**config.mk**
```make
export PLATFORM = sky130hd
export DESIGN_NAME = neopix_frame_ctrl
export DESIGN_NICKNAME = d
export VERILOG_FILES = /design/src/rtl/neopix_frame_ctrl.sv
export SDC_FILE = /design/constraint.sdc
export NUM_CORES = 1
export LEC_CHECK = 0
export CAP_MARGIN = 20
export CORE_MARGIN = 2
export CORE_UTILIZATION = 62
export DETAILED_ROUTE_END_ITERATION = 10
export HOLD_SLACK_MARGIN = 0.05
export PLACE_DENSITY = 0.93
export SLEW_MARGIN = 20
export SYNTH_ARGS = -nofsm -noshare
export SYNTH_HDL_FRONTEND = slang
export SYNTH_SLANG_ARGS = --single-unit
```
**constraint.sdc**
```tcl
create_clock -name clk -period 8 [get_ports clk]
set_clock_uncertainty 0.05 [all_clocks]
set_input_delay 0.8 -clock clk [delete_from_list [all_inputs] [get_ports clk]]
set_output_delay 0.8 -clock clk [all_outputs]
set_load 0.01 [all_outputs]
```
**src/rtl/neopix_frame_ctrl.sv**
```systemverilog
// rtl/neopix_frame_ctrl.sv - double-buffered LED pixel store with swap-on-gap and brightness scaling
module neopix_frame_ctrl #(
    parameter int NUM_LEDS = 4
) (
    input  logic                        clk,
    input  logic                        reset_n,
    input  logic                        wr_en,
    input  logic [$clog2(NUM_LEDS)-1:0] wr_addr,
    input  logic [23:0]                 wr_data,
    input  logic [7:0]                  bright_in,
    input  logic                        commit,
    output logic                        swap_pending,
    output logic [15:0]                 frame_count,
    input  logic                        drv_reset_state,
    input  logic                        drv_data_request,
    input  logic [$clog2(NUM_LEDS)-1:0] drv_address,
    output logic [7:0]                  red_out,
    output logic [7:0]                  green_out,
    output logic [7:0]                  blue_out
);

    localparam int AW = $clog2(NUM_LEDS);
    localparam logic [AW:0] LED_LIMIT = (AW+1)'(NUM_LEDS);

    localparam logic [0:0] ST_IDLE    = 1'b0;
    localparam logic [0:0] ST_PENDING = 1'b1;

    logic [23:0] bank0 [NUM_LEDS];
    logic [23:0] bank1 [NUM_LEDS];
    logic        front_sel;
    logic [7:0]  bright_shadow;
    logic [0:0]  state;
    logic [0:0]  state_nxt;
    logic        do_swap;
    logic        wr_in_range;
    logic        drv_in_range;
    logic [23:0] front_pix;

    function automatic logic [7:0] scale(input logic [7:0] c, input logic [7:0] b);
        logic [15:0] prod;
        prod = {8'd0, c} * ({8'd0, b} + 16'd1);
        return prod[15:8];
    endfunction

    assign wr_in_range  = ({1'b0, wr_addr} < LED_LIMIT);
    assign drv_in_range = ({1'b0, drv_address} < LED_LIMIT);

    // Swapping only while the driver is idle in its gap keeps every frame from a single bank.
    assign do_swap      = (state == ST_PENDING) && drv_reset_state && !drv_data_request;
    assign swap_pending = (state == ST_PENDING);

    always_comb begin
        state_nxt = state;
        case (state)
            ST_IDLE: begin
                if (commit) begin
                    state_nxt = ST_PENDING;
                end
            end
            ST_PENDING: begin
                if (do_swap) begin
                    state_nxt = commit ? ST_PENDING : ST_IDLE;
                end
            end
            default: state_nxt = ST_IDLE;
        endcase
    end

    always_ff @(posedge clk or negedge reset_n) begin
        if (!reset_n) begin
            state         <= ST_IDLE;
            front_sel     <= 1'b0;
            bright_shadow <= 8'hFF;
            frame_count   <= 16'd0;
        end else begin
            state <= state_nxt;
            if (do_swap) begin
                front_sel     <= ~front_sel;
                bright_shadow <= bright_in;
                frame_count   <= frame_count + 16'd1;
            end
        end
    end

    // Host writes target the bank that is back before this edge, so a write racing a swap lands in the new front.
    always_ff @(posedge clk or negedge reset_n) begin
        if (!reset_n) begin
            for (int i = 0; i < NUM_LEDS; i++) begin
                bank0[i] <= 24'd0;
                bank1[i] <= 24'd0;
            end
        end else if (wr_en && wr_in_range) begin
            if (front_sel) begin
                bank0[wr_addr] <= wr_data;
            end else begin
                bank1[wr_addr] <= wr_data;
            end
        end
    end

    always_comb begin
        front_pix = 24'd0;
        if (drv_in_range) begin
            front_pix = front_sel ? bank1[drv_address] : bank0[drv_address];
        end
    end

    always_ff @(posedge clk or negedge reset_n) begin
        if (!reset_n) begin
            red_out   <= 8'd0;
            green_out <= 8'd0;
            blue_out  <= 8'd0;
        end else if (drv_data_request) begin
            red_out   <= scale(front_pix[23:16], bright_shadow);
            green_out <= scale(front_pix[15:8],  bright_shadow);
            blue_out  <= scale(front_pix[7:0],   bright_shadow);
        end
    end

endmodule

```
==> metrics.yaml, run 1 <==
floorplanning:
  initial_core_util_pct: 63.3
  core-area_um2: 26200
  die_w_um: 168
  dieArea_um2: 28100
  num_rows: 59
  ios: 83
  die_h_um: 168
global_route:
  grt_first_pass_wirelength_mm: 66.0
  grt-busiest-layer: "met2"
  grt_pass1_vias: 12766
  grt_use_total_pct: 30.0
  grt_max_degree: 103
  globalRouteMet1Util_pct: 36.7
  use_met2_pct: 50.8
  met3_usage_pct: 4.35
  globalRoute.totalOverflow: 0
  antenna_found_initial: 1
sta:
  maxSlewHeadroom_pct: 26.1
  setup-tns-final_ns: 0
  max_slew.worst_pin.slew_ns: 1.08
  grt_setup_unrepaired: "no"
  setup_violations: 0
  period_minus_slack_ns: 6.55
  slew_violations: 0
  max_freq_ghz: 0.153
  whs_ns: 0.204
  period_share_pct: 81.9
  hold_viol: 0
final_layout:
  layout.nets: 1731
  drive_above_1_share_pct: 26.4
  area_growth_pct: 13.4
logic_synthesis:
  synth-seq-area-share_pct: 36.5
  synth_edf_count: 0
  syn_area_um2: 16600
  synth_area_leaders: "dfrtp_1 (35%), fa_1 (14%), mux2_2 (14%), ha_1 (7.4%), mux4_2 (6.0%)"
  ys_seq_elements: 242
  synth_cell_types: 59
  yosys.area.top_type_share_pct: 35.3
  synthFlopType: "dfrtp_1"
  synth_top_cells_by_count: "dfrtp_1 (234), mux2_2 (208), nor2_1 (200), inv_1 (143), fa_1 (120)"
  yosysMostFrequentCell: "dfrtp_1"
  synthArstFlopShare_pct: 100
  yosys.area.top_type: "dfrtp_1"
  yosys_warnings: 0
  synth_nets: 1640
  syn-instance-count: 1380
  syn_avg_cell_area_um2: 12.0
clocking:
  cts-resized-gates: 0
  cts_tree: "built"
  clockBufferDepth: 3
  h-tree-depth: 1
  cts_setup_buffers: 0
  path_clk_slew_ns: 0.06
  clock_sinks: 242
  cts_hold_buffers: 0
  cts_buffers: 26
  cts_root_buf: "clkbuf_16"
  insertion_delay_ns: 0.57
route:
  dr.first_iter.drc_count: 1044
  ant_nets: 0
  wirelength_mm: 40.2
  wl_per_cell_um: 22.0
  drcViolationCount: 0
  vias: 11312
  drt_pre_antenna_iters: 5
  vias_per_cell: 6.19
status:
  status: "finished, final reports clean"
worst_setup_path:
  worstPathMaxFanout: 17
  cp-end-kind: "register"
  cp-start-kind: "primary input"
  cp_slowest_stage_delay_ns: 0.69
  crit_top_cell: "fa_1"
  crit_path_top_delay_cell: "mux2i_1"
  path_class: "primary input to register"
  crit_buf_inv: 5
  crit_arrival_ns: 6.96
  path_delay_family: "adder cells"
  crit_path_cell_trace: "buf_2 > buf_4 > mux4_2 > mux2i_1 > or2_2 > fa_1 > fa_1 > inv_1 > fa_1 > inv_1 > fa_1 > inv_1 > ha_1 > a21o_1 > a21o_1 > a21oi_1 > a2bb2oi_1 > a21oi_1 > nor3_2 > xnor2_1 > mux2_2"
  worstPathRequired_ns: 8.41
flow_run:
  maxCapViolCount: 0
placed_design:
  dp_hpwl_mm: 26.9
  io_buffers: 82
  gp_congestion: 0.845
min_path:
  min_path_type: "primary input to asynchronous set/reset pin"
[placed cells by master (no fill, tap or decap), types with 19 or more instances in the layout]
master           netlist  layout
mux4_2                44      44
fa_1                 120     120
clkdlybuf4s50_1        0      79
nor2_1               200     200
clkbuf_16              0      26
buf_4                  3      38
mux2_2               208     208
inv_1                143     143
or2_2                 19      19
dfrtp_1              234     233
nand2_1               50      50
ha_1                  98      98
xnor2_1               35      32
[registers in the layout, summed over array words and instances (netlist names)]
register and count:
frame_count 16, swap_pending 1, blue_out 8, bank0 96, green_out 8, red_out 8
bank1 96, front_sel 1, bright_shadow 8
[through the flow]
stage | worst slack [ns] | util [%] | cell area (um2) | instances
2_1_floorplan | 1.58 | - | 16600 | 1380
3_3_place_gp | 1.12 | 68.4 | 17900 | 1778
3_5_place_dp | 0.851 | 68.4 | 17900 | 1778
4_1_cts | 1.45 | 71.8 | 18800 | 1825
5_1_grt | 1.01 | 71.8 | 18800 | 1826
6_report | 1.45 | 71.8 | 18800 | 1826
[path summary, 6_finish.rpt]
path | start | slack [ns] | to | cells past startpoint
worst max-delay path | drv_address[0] | 1.45 | red_out[6]$_DFFE_PN0P_ | 21
worst min-delay path | reset_n | 0.20 | bank1[41]$_DFFE_PN0P_ | 1
worst max register to register | front_sel$_DFFE_PN0P_ | 1.71 | green_out[7]$_DFFE_PN0P_ | 16
worst min register to register | frame_count[15]$_DFFE_PN0P_ | 0.43 | frame_count[15]$_DFFE_PN0P_ | 1
max in group asynchronous | reset_n | 6.20 | front_sel$_DFFE_PN0P_ | 2
min in group clk | frame_count[15]$_DFFE_PN0P_ | 0.43 | frame_count[15]$_DFFE_PN0P_ | 1
[layout make-up]
class                      count  area, um2
clock buffer                  37        742
tap                          335        419
inverter                     144        541
sequential                   242       6070
clock inverter                10        161
multi-input combinational    937       9790
antenna                        1       2.50
timing repair buffer         120       1100
fill                        1546       7390
[cells by family after synthesis]
family / Yosys count / synth area share [%]
XOR/XNOR: 53 / 2.80
multiplexers: 281 / 22.6
buffers and inverters: 201 / 4.76
adder cells (fa/ha/maj): 218 / 21.9
flip-flops: 242 / 36.5
AND/OR/NAND/NOR: 327 / 8.74
AO/OA/AOI/OAI: 58 / 2.71
[metal layers]
metal | wire (um) | vias up
li1 | - | 4817
met1 | 15000 | 5765
met2 | 20000 | 539
met3 | 2570 | 191
met4 | 2630 | 0
met5 | 0 | -
Power of run 1 is left out: the tool's default activity adds up to more than one toggle a clock period on the data nets, which glitch-free logic cannot reach.
==> run 2: changes to the inputs <==
==> constraint.sdc (replaced) <==
create_clock -name clk -period 6.5 [get_ports clk]
set_clock_uncertainty 0.05 [all_clocks]
set_input_delay 0.65 -clock clk [delete_from_list [all_inputs] [get_ports clk]]
set_output_delay 0.65 -clock clk [all_outputs]
set_load 0.01 [all_outputs]
==> run 2 against run 1 <==
Effect of this change: worst hold slack got worse by 0.16 ns; clock-buffer cell count decreased by 1; non-clock buffer count increased by 8; critical path type is now register to register.
==> metrics.yaml, run 2 (synthesized netlist as in run 1, its figures left out) <==
sta:
  period_minus_slack_ns: 6.02
  grt_setup_unrepaired: "no"
  max_slew.worst_pin.slew_ns: 1.13  # +0.0514 ns
  setup_violations: 0  # unchanged
  period_share_pct: 92.6
  maxSlewHeadroom_pct: 24.4  # -1.7 points
  setup-tns-final_ns: 0  # unchanged
  slew_violations: 0  # unchanged
  hold_viol: 0  # unchanged
  max_freq_ghz: 0.166
global_route:
  grt_max_degree: 87  # -16%
  grt_first_pass_wirelength_mm: 67.6  # +2.4%
  grt_use_total_pct: 30.6  # +0.64 points
  grt_pass1_vias: 12859  # +0.73%
  antenna_found_initial: 1  # unchanged
  globalRoute.totalOverflow: 0  # unchanged
final_layout:
  reg.largest.list: "bank0 x96, bank1 x96, frame_count x16"
  nFillCells: 1526  # -1.3%
  regArea_um2: 6070  # unchanged
  final_cell_mix: "dfrtp_1 (233), mux2_2 (208), nor2_1 (200)"
  area_growth_pct: 14.0
  layout.nets: 1739  # +0.46%
  drive_above_1_share_pct: 26.5  # +0.16 points
  layout_commonest_cell: "dfrtp_1"
  multi_input_area_um2: 9790  # unchanged
flow_run:
  maxCapViolCount: 0  # unchanged
route:
  wirelength_mm: 41.3  # +2.7%
  drcViolationCount: 0  # unchanged
  vias_per_cell: 6.24  # +0.75%
  vias: 11434  # +1.1%
  ant_nets: 0  # unchanged
  dr.first_iter.drc_count: 1005  # -3.7%
  drt_pre_antenna_iters: 5  # unchanged
  wl_per_cell_um: 22.5  # +2.4%
clocking:
  cts_hold_buffers: 0  # unchanged
  h-tree-depth: 1  # unchanged
  clockBufferDepth: 3  # unchanged
  cts-resized-gates: 0  # unchanged
  clock_sinks: 242  # unchanged
  cts_buffers: 26  # unchanged
  path_clk_slew_ns: 0.06  # about the same
  cts_tree: "built"
  insertion_delay_ns: 0.56  # about the same
  cts_setup_buffers: 0  # unchanged
  cts_root_buf: "clkbuf_16"
floorplanning:
  initial_core_util_pct: 63.3  # unchanged
  die_h_um: 168  # unchanged
  ios: 83  # unchanged
  core-area_um2: 26200  # unchanged
  die_w_um: 168  # unchanged
  num_rows: 59  # unchanged
  dieArea_um2: 28100  # unchanged
worst_setup_path:
  worstPathRequired_ns: 6.92  # -1.49 ns
  cp-end-kind: "register"
  ff2ff_setup_slack_ns: 0.48  # -1.23 ns
  path_class: "register to register"
  cp-start-kind: "register"
  crit_arrival_ns: 6.44  # -0.52 ns
  worstPathMaxFanout: 31  # +14
placed_design:
  gp_congestion: 0.856  # +1.3%
  io_buffers: 82  # unchanged
  dp_hpwl_mm: 27.9  # +3.8%
status:
  status: "finished, final reports clean"
min_path:
  min_path_type: "primary input to asynchronous set/reset pin"
==> run 2: stage by stage <==
step	hold slack (ns)	instances	utilization (%)	area, um2	worst slack [ns]
after floorplan	0.304	1380	-	16600	0.227
final	0.0401	1832	72.2	18900	0.479
after global placement	0.408	1786	68.9	18000	0.499
after CTS	0.0687	1831	72.2	18900	0.523
after detailed placement	0.420	1786	68.9	18000	0.203
after global routing	0.105	1832	72.2	18900	0.259
==> run 2: cell type report <==
type                       count  share of cell area, %
clock buffer                  36                   3.74
sequential                   242                   32.1
inverter                     144                   2.86
antenna                        1                 0.0132
clock inverter                 9                  0.807
timing repair buffer         128                   6.55
multi-input combinational    937                   51.7
tap                          335                   2.22
==> run 2: final timing paths <==
path,from,end,cells after the start
hold / removal,reset_n,frame_count[12]$_DFFE_PN0P_,1
max in group asynchronous,reset_n,bank0[9]$_DFFE_PN0P_,2
min in group clk,bright_shadow[1]$_DFFE_PN1P_,bright_shadow[1]$_DFFE_PN1P_,2
setup / recovery,front_sel$_DFFE_PN0P_,green_out[7]$_DFFE_PN0P_,17
setup reg to reg,front_sel$_DFFE_PN0P_,green_out[7]$_DFFE_PN0P_,17
hold reg to reg,bright_shadow[1]$_DFFE_PN1P_,bright_shadow[1]$_DFFE_PN1P_,2
==> run 2: critical path, cell delays in order, from the launching register on <==
cell       delay, ns
dfrtp_2         1.00
mux2i_1         0.25
buf_4           0.24
or2_2           0.32
fa_1            0.51
fa_1            0.56
inv_1           0.06
fa_1            0.50
fa_1            0.42
ha_1            0.34
a21o_1          0.22
a21o_1          0.19
a2111oi_0       0.39
or3_1           0.19
a21boi_2        0.09
o31ai_2         0.25
a21oi_1         0.11
o31ai_1         0.23
==> run 2: routing by layer <==
metal  track usage, %  up-vias  wire [um]
li1                 -     4827          -
met1             37.5     5832      15300
met2             52.1      594      20900
met3             5.13      181       2840
met4             17.1        0       2340
met5                0        -          0
Power of run 2 is left out for the same reason.
==> run 3: changes to the inputs <==
--- a/config.mk
+++ b/config.mk
@@ -10,7 +10,7 @@
 export CORE_UTILIZATION = 62
 export DETAILED_ROUTE_END_ITERATION = 10
 export HOLD_SLACK_MARGIN = 0.05
-export PLACE_DENSITY = 0.93
+export PLACE_DENSITY_LB_ADDON = 0.1
 export SLEW_MARGIN = 20
 export SYNTH_ARGS = -nofsm -noshare
 export SYNTH_HDL_FRONTEND = slang
==> run 3 against run 2 <==
Effect of this change: register-to-register slack better by 0.11 ns; via count is 5.9% lower; worst hold slack better by 0.40 ns; worst setup slack better by 0.11 ns; utilization is 0.55 points higher; critical path type unchanged.
==> metrics.yaml, run 3 (synthesized netlist as in run 1, its figures left out) <==
worst_setup_path:
  reg2regPathDepth: 17  # unchanged
  crit_path_top_delay_cell: "dfrtp_2"
  crit_top_cell: "fa_1"
  worstPathRequired_ns: 6.91  # about the same
  cp_num_cells: 17  # unchanged
  worstPathMaxFanout: 31  # unchanged
  path_delay_family: "adder cells"
  crit_arrival_ns: 6.32  # -0.12 ns
  cp_slowest_stage_delay_ns: 0.97  # -0.03 ns
  crit_buf_inv: 2  # unchanged
  crit_path_cell_trace: "mux2i_1 > buf_4 > or2_2 > fa_1 > fa_1 > inv_1 > fa_1 > fa_1 > ha_1 > a21o_1 > a21o_1 > a2111oi_0 > or3_1 > a21boi_2 > o31ai_2 > a21oi_1 > o31ai_1"
  ff2ff_setup_slack_ns: 0.59  # +0.11 ns
  cp-end-kind: "register"
  path_class: "register to register"
  cp-start-kind: "register"
sta:
  max_slew.worst_pin.slew_ns: 1.08  # -0.0518 ns
  setup_violations: 0  # unchanged
  period_minus_slack_ns: 5.91  # -0.106 ns
  maxSlewHeadroom_pct: 27.9  # +3.5 points
  slew_violations: 0  # unchanged
  max_freq_ghz: 0.169  # +1.8%
  grt_setup_unrepaired: "no"
  setup_ws_ns: 0.585  # +0.106 ns
  hold_viol: 0  # unchanged
  setup-tns-final_ns: 0  # unchanged
  period_share_pct: 91.0  # -1.6 points
floorplanning:
  die_h_um: 168  # unchanged
  die_w_um: 168  # unchanged
  dieArea_um2: 28100  # unchanged
  initial_core_util_pct: 63.3  # unchanged
  core-area_um2: 26200  # unchanged
  ios: 83  # unchanged
  num_rows: 59  # unchanged
route:
  dr.first_iter.drc_count: 696  # -31%
  drcViolationCount: 0  # unchanged
  vias: 10763  # -5.9%
  wirelength_mm: 36.1  # -13%
  drt_pre_antenna_iters: 5  # unchanged
  wl_per_cell_um: 19.6  # -13%
  vias_per_cell: 5.86  # -6.2%
  ant_nets: 0  # unchanged
clocking:
  clockBufferDepth: 3  # unchanged
  clock_sinks: 242  # unchanged
  cts_tree: "built"
  insertion_delay_ns: 0.55  # about the same
  cts_buffers: 26  # unchanged
  cts_setup_buffers: 0  # unchanged
  cts_root_buf: "clkbuf_16"
  path_clk_slew_ns: 0.07  # about the same
  h-tree-depth: 1  # unchanged
flow_run:
  maxCapViolCount: 0  # unchanged
final_layout:
  area_growth_pct: 14.8
  n_antenna_cell: 0  # -1
  drive_above_1_share_pct: 27.0  # +0.48 points
  post-route-util_pct: 72.7  # +0.55 points
  layout.nets: 1745  # +0.35%
  final_cell_mix: "dfrtp_1 (233), mux2_2 (208), nor2_1 (200)"
  nFillCells: 1785  # +17%
  layout_commonest_cell: "dfrtp_1"
  reg.largest.list: "bank0 x96, bank1 x96, frame_count x16"
min_path:
  min_path_cells: 2
  min_path_type: "register to register"
global_route:
  grt_first_pass_wirelength_mm: 60.8  # -10%
  grt_pass1_vias: 11601  # -9.8%
  antenna_found_initial: 0  # -1
  globalRoute.totalOverflow: 0  # unchanged
  grt_use_total_pct: 27.3  # -3.3 points
  grt_max_degree: 186  # +110%
placed_design:
  post-place-ws_ns: 0.169  # -0.0336 ns
  gp_congestion: 0.843  # -1.6%
  dp_hpwl_mm: 25.4  # -9.0%
  io_buffers: 82  # unchanged
status:
  status: "finished, final reports clean"
[run 3: cell types whose count changed in the layout (fill, tap and decap cells not counted), moves of 2 or more]
cell	change
bufinv_16	+3
buf_12	+2
buf_4	+5
clkinvlp_4	+3
inv_6	-2
clkbuf_1	-3
[run 3: final timing paths]
| check | startpoint | endpoint |
|---|---|---|
| worst min register to register | bright_shadow[4]$_DFFE_PN1P_ | bright_shadow[4]$_DFFE_PN1P_ |
| worst max register to register | front_sel$_DFFE_PN0P_ | green_out[7]$_DFFE_PN0P_ |
| max in group asynchronous | reset_n | front_sel$_DFFE_PN0P_ |
| worst min-delay path | bright_shadow[4]$_DFFE_PN1P_ | bright_shadow[4]$_DFFE_PN1P_ |
| min in group asynchronous | reset_n | bank1[52]$_DFFE_PN0P_ |
| worst max-delay path | front_sel$_DFFE_PN0P_ | green_out[7]$_DFFE_PN0P_ |
[run 3: cell type report]
type	instances	area, um2	share of cell area, %
clock buffers	32	683	3.58
clock inverters	14	253	1.33
inverters	144	541	2.84
multi-input cells	937	9790	51.3
flip-flops and latches	242	6070	31.8
well taps	335	419	2.20
repair buffers	134	1310	6.88
[run 3: timing repair]
| item | 4_1_cts | 5_1_grt |
|---|---|---|
| endpoints found under the hold margin | 57 | 0 |
| resized for setup | 0 | 0 |
| setup endpoints to repair | 0 | 0 |
| hold buffers | 1 | 0 |
[run 3: metrics by stage]
stage	cells	hold WS, ns	cell area (um2)
6_report	1838	0.440	19100
5_1_grt	1838	0.456	19100
4_1_cts	1838	0.440	19100
3_5_place_dp	1791	0.430	18100
3_3_place_gp	1791	0.418	18100
2_1_floorplan	1380	0.304	16600
[run 3: layer usage]
layer  global-route usage, %  wire length (um)
met1                    37.8             15800
met2                    45.6             17400
met3                    3.31              1720
met4                    8.70              1200
met5                       0                 0
[run 3: worst register-to-register path, stage by stage (launching register included)]
cell and delay [ns]:
dfrtp_2 0.97, mux2i_1 0.20, buf_4 0.22, or2_2 0.33, fa_1 0.53, fa_1 0.55, inv_1 0.07, fa_1 0.51
fa_1 0.42, ha_1 0.34, a21o_1 0.21, a21o_1 0.17, a2111oi_0 0.38, or3_1 0.18, a21boi_2 0.07, o31ai_2 0.26
a21oi_1 0.12, o31ai_1 0.23
Power of run 3 is left out for the same reason.
==> patch, RTL diff (config.mk and constraints of run 1) <==
Register the input `wr_data` before use. The logic sees it one clock later. The other inputs are not delayed to match.
--- a/src/rtl/neopix_frame_ctrl.sv
+++ b/src/rtl/neopix_frame_ctrl.sv
@@ -24,6 +24,12 @@
 
     localparam logic [0:0] ST_IDLE    = 1'b0;
     localparam logic [0:0] ST_PENDING = 1'b1;
+
+    logic [23:0] wr_data_q;
+
+    always_ff @(posedge clk) begin
+        wr_data_q <= wr_data;
+    end
 
     logic [23:0] bank0 [NUM_LEDS];
     logic [23:0] bank1 [NUM_LEDS];
@@ -91,9 +97,9 @@
             end
         end else if (wr_en && wr_in_range) begin
             if (front_sel) begin
-                bank0[wr_addr] <= wr_data;
+                bank0[wr_addr] <= wr_data_q;
             end else begin
-                bank1[wr_addr] <= wr_data;
+                bank1[wr_addr] <= wr_data_q;
             end
         end
     end
Formal check against the unedited RTL: not equivalent (a bounded check fails within 4 cycles, from zero or initial values and one cycle with reset_n low).
==> patch against run 1 <==
- die area grew 5.6%
- sequential share of layout area grew 0.75 points
- setup slack gained 0.065 ns
- final area grew 5.5%
- core utilization shrank 0.57 points
- global-route usage grew 0.087 points
- area after synthesis grew 5.7%
- routed wire length grew 6.8%
- non-clock buffer count grew 4
- largest cell class unchanged
- highest routed layer unchanged
- sequential cell count grew 24
- critical path type unchanged
Power is not shown: default switching activity piles up to over one toggle a cycle in this logic, so the estimate is an artifact.
==> patch: results (changes against run 1) <==
Layout
  • Count of plain and timing-repair buffers: 124 (was 120)
  • Register Area: 6546 sq um (was 6067 sq um)
  • Filler cells: 1709 (was 1546)
  • Final Net Count: 1871 (was 1731)
  • Layout cell share with drive strength beyond 1: 22.62% (was 26.38%)
  • Final-layout non-clock buffer area share: 5.793% (was 5.850%)
  • Largest registers: bank0 (96), bank1 (96), wr_data_q (24) (was bank0 (96), bank1 (96), frame_count (16))
  • Multi-input combinational area share: 51.39% (was 52.00%)
  • Multi-input logic area: 10200 sq um (was 9787 sq um)
  • Clk cell area share: 4.690% (was 4.800%)

Synthesis
  • Synth area leaders: dfrtp_1 33%, fa_1 14%, mux2_2 13%, ha_1 7.0%, mux4_2 5.6% (was dfrtp_1 35%, fa_1 14%, mux2_2 14%, ha_1 7.4%, mux4_2 6.0%)
  • Sequential share of the synthesized area: 37.29% (was 36.54%)
  • Synth unique cells: 62 (was 59)
  • Mapped Area: 17550 sq um (was 16600 sq um)

Route
  • First-iteration detailed-routing DRC count: 1195 (was 1044)
  • Routed wl met3: 3016 microns (was 2574 microns)
  • DRT met1 WL: 16390 microns (was 14960 microns)
  • Pre-Repair DR Iteration Count: 6 (was 5)
  • Via Count: 12350 (was 11310)

GRT
  • Grt met3 use: 4.280% (was 4.349%)
  • Largest net degree at the start of global routing: 117 (was 103)
  • Initial antenna violation count: 0 (was 1)
  • Vias in the first global route: 13310 (was 12770)
  • Gr usage total: 30.05% (was 29.96%)

Setup path
  • Crit path max fanout: 27 (was 17)
  • Slowest stage cell, crit path: mux4_2 (was mux2i_1)
  • Worst Path Arrival: 6.89 ns (was 6.96 ns)

Clock tree
  • CTS Buf Count: 27 (was 26)
  • Worst skew pair latency: 0.54 ns (was 0.57 ns)

Placed design
  • Placer Congestion: 0.8672 (was 0.8448)
  • Placed cell count: 1960 (was 1778)

Outcome
  • Outcome: complete, no violations (unchanged)
[patch: final timing paths]
| kind | from | end | slack [ns] | cells past startpoint |
|---|---|---|---|---|
| worst max-delay path | drv_address[0] | red_out[7] | 1.51 | 20 |
| worst min-delay path | reset_n | blue_out[1] | 0.27 | 1 |
| worst max register to register | bright_shadow[0] | red_out[7] | 1.62 | 19 |
| worst min register to register | bright_shadow[7] | bright_shadow[7] | 0.42 | 2 |
| max in group asynchronous | reset_n | bank0[36] | 6.32 | 2 |
| min in group clk | bright_shadow[7] | bright_shadow[7] | 0.42 | 2 |
[patch: cells by family after synthesis]
| group | share of synthesized area, % |
|---|---|
| mux | 20.51 |
| compound gates | 4.519 |
| simple gates | 10.11 |
| fa+ha+maj | 20.67 |
| buf+inv | 4.797 |
| xor+xnor | 2.096 |
| flops | 37.29 |
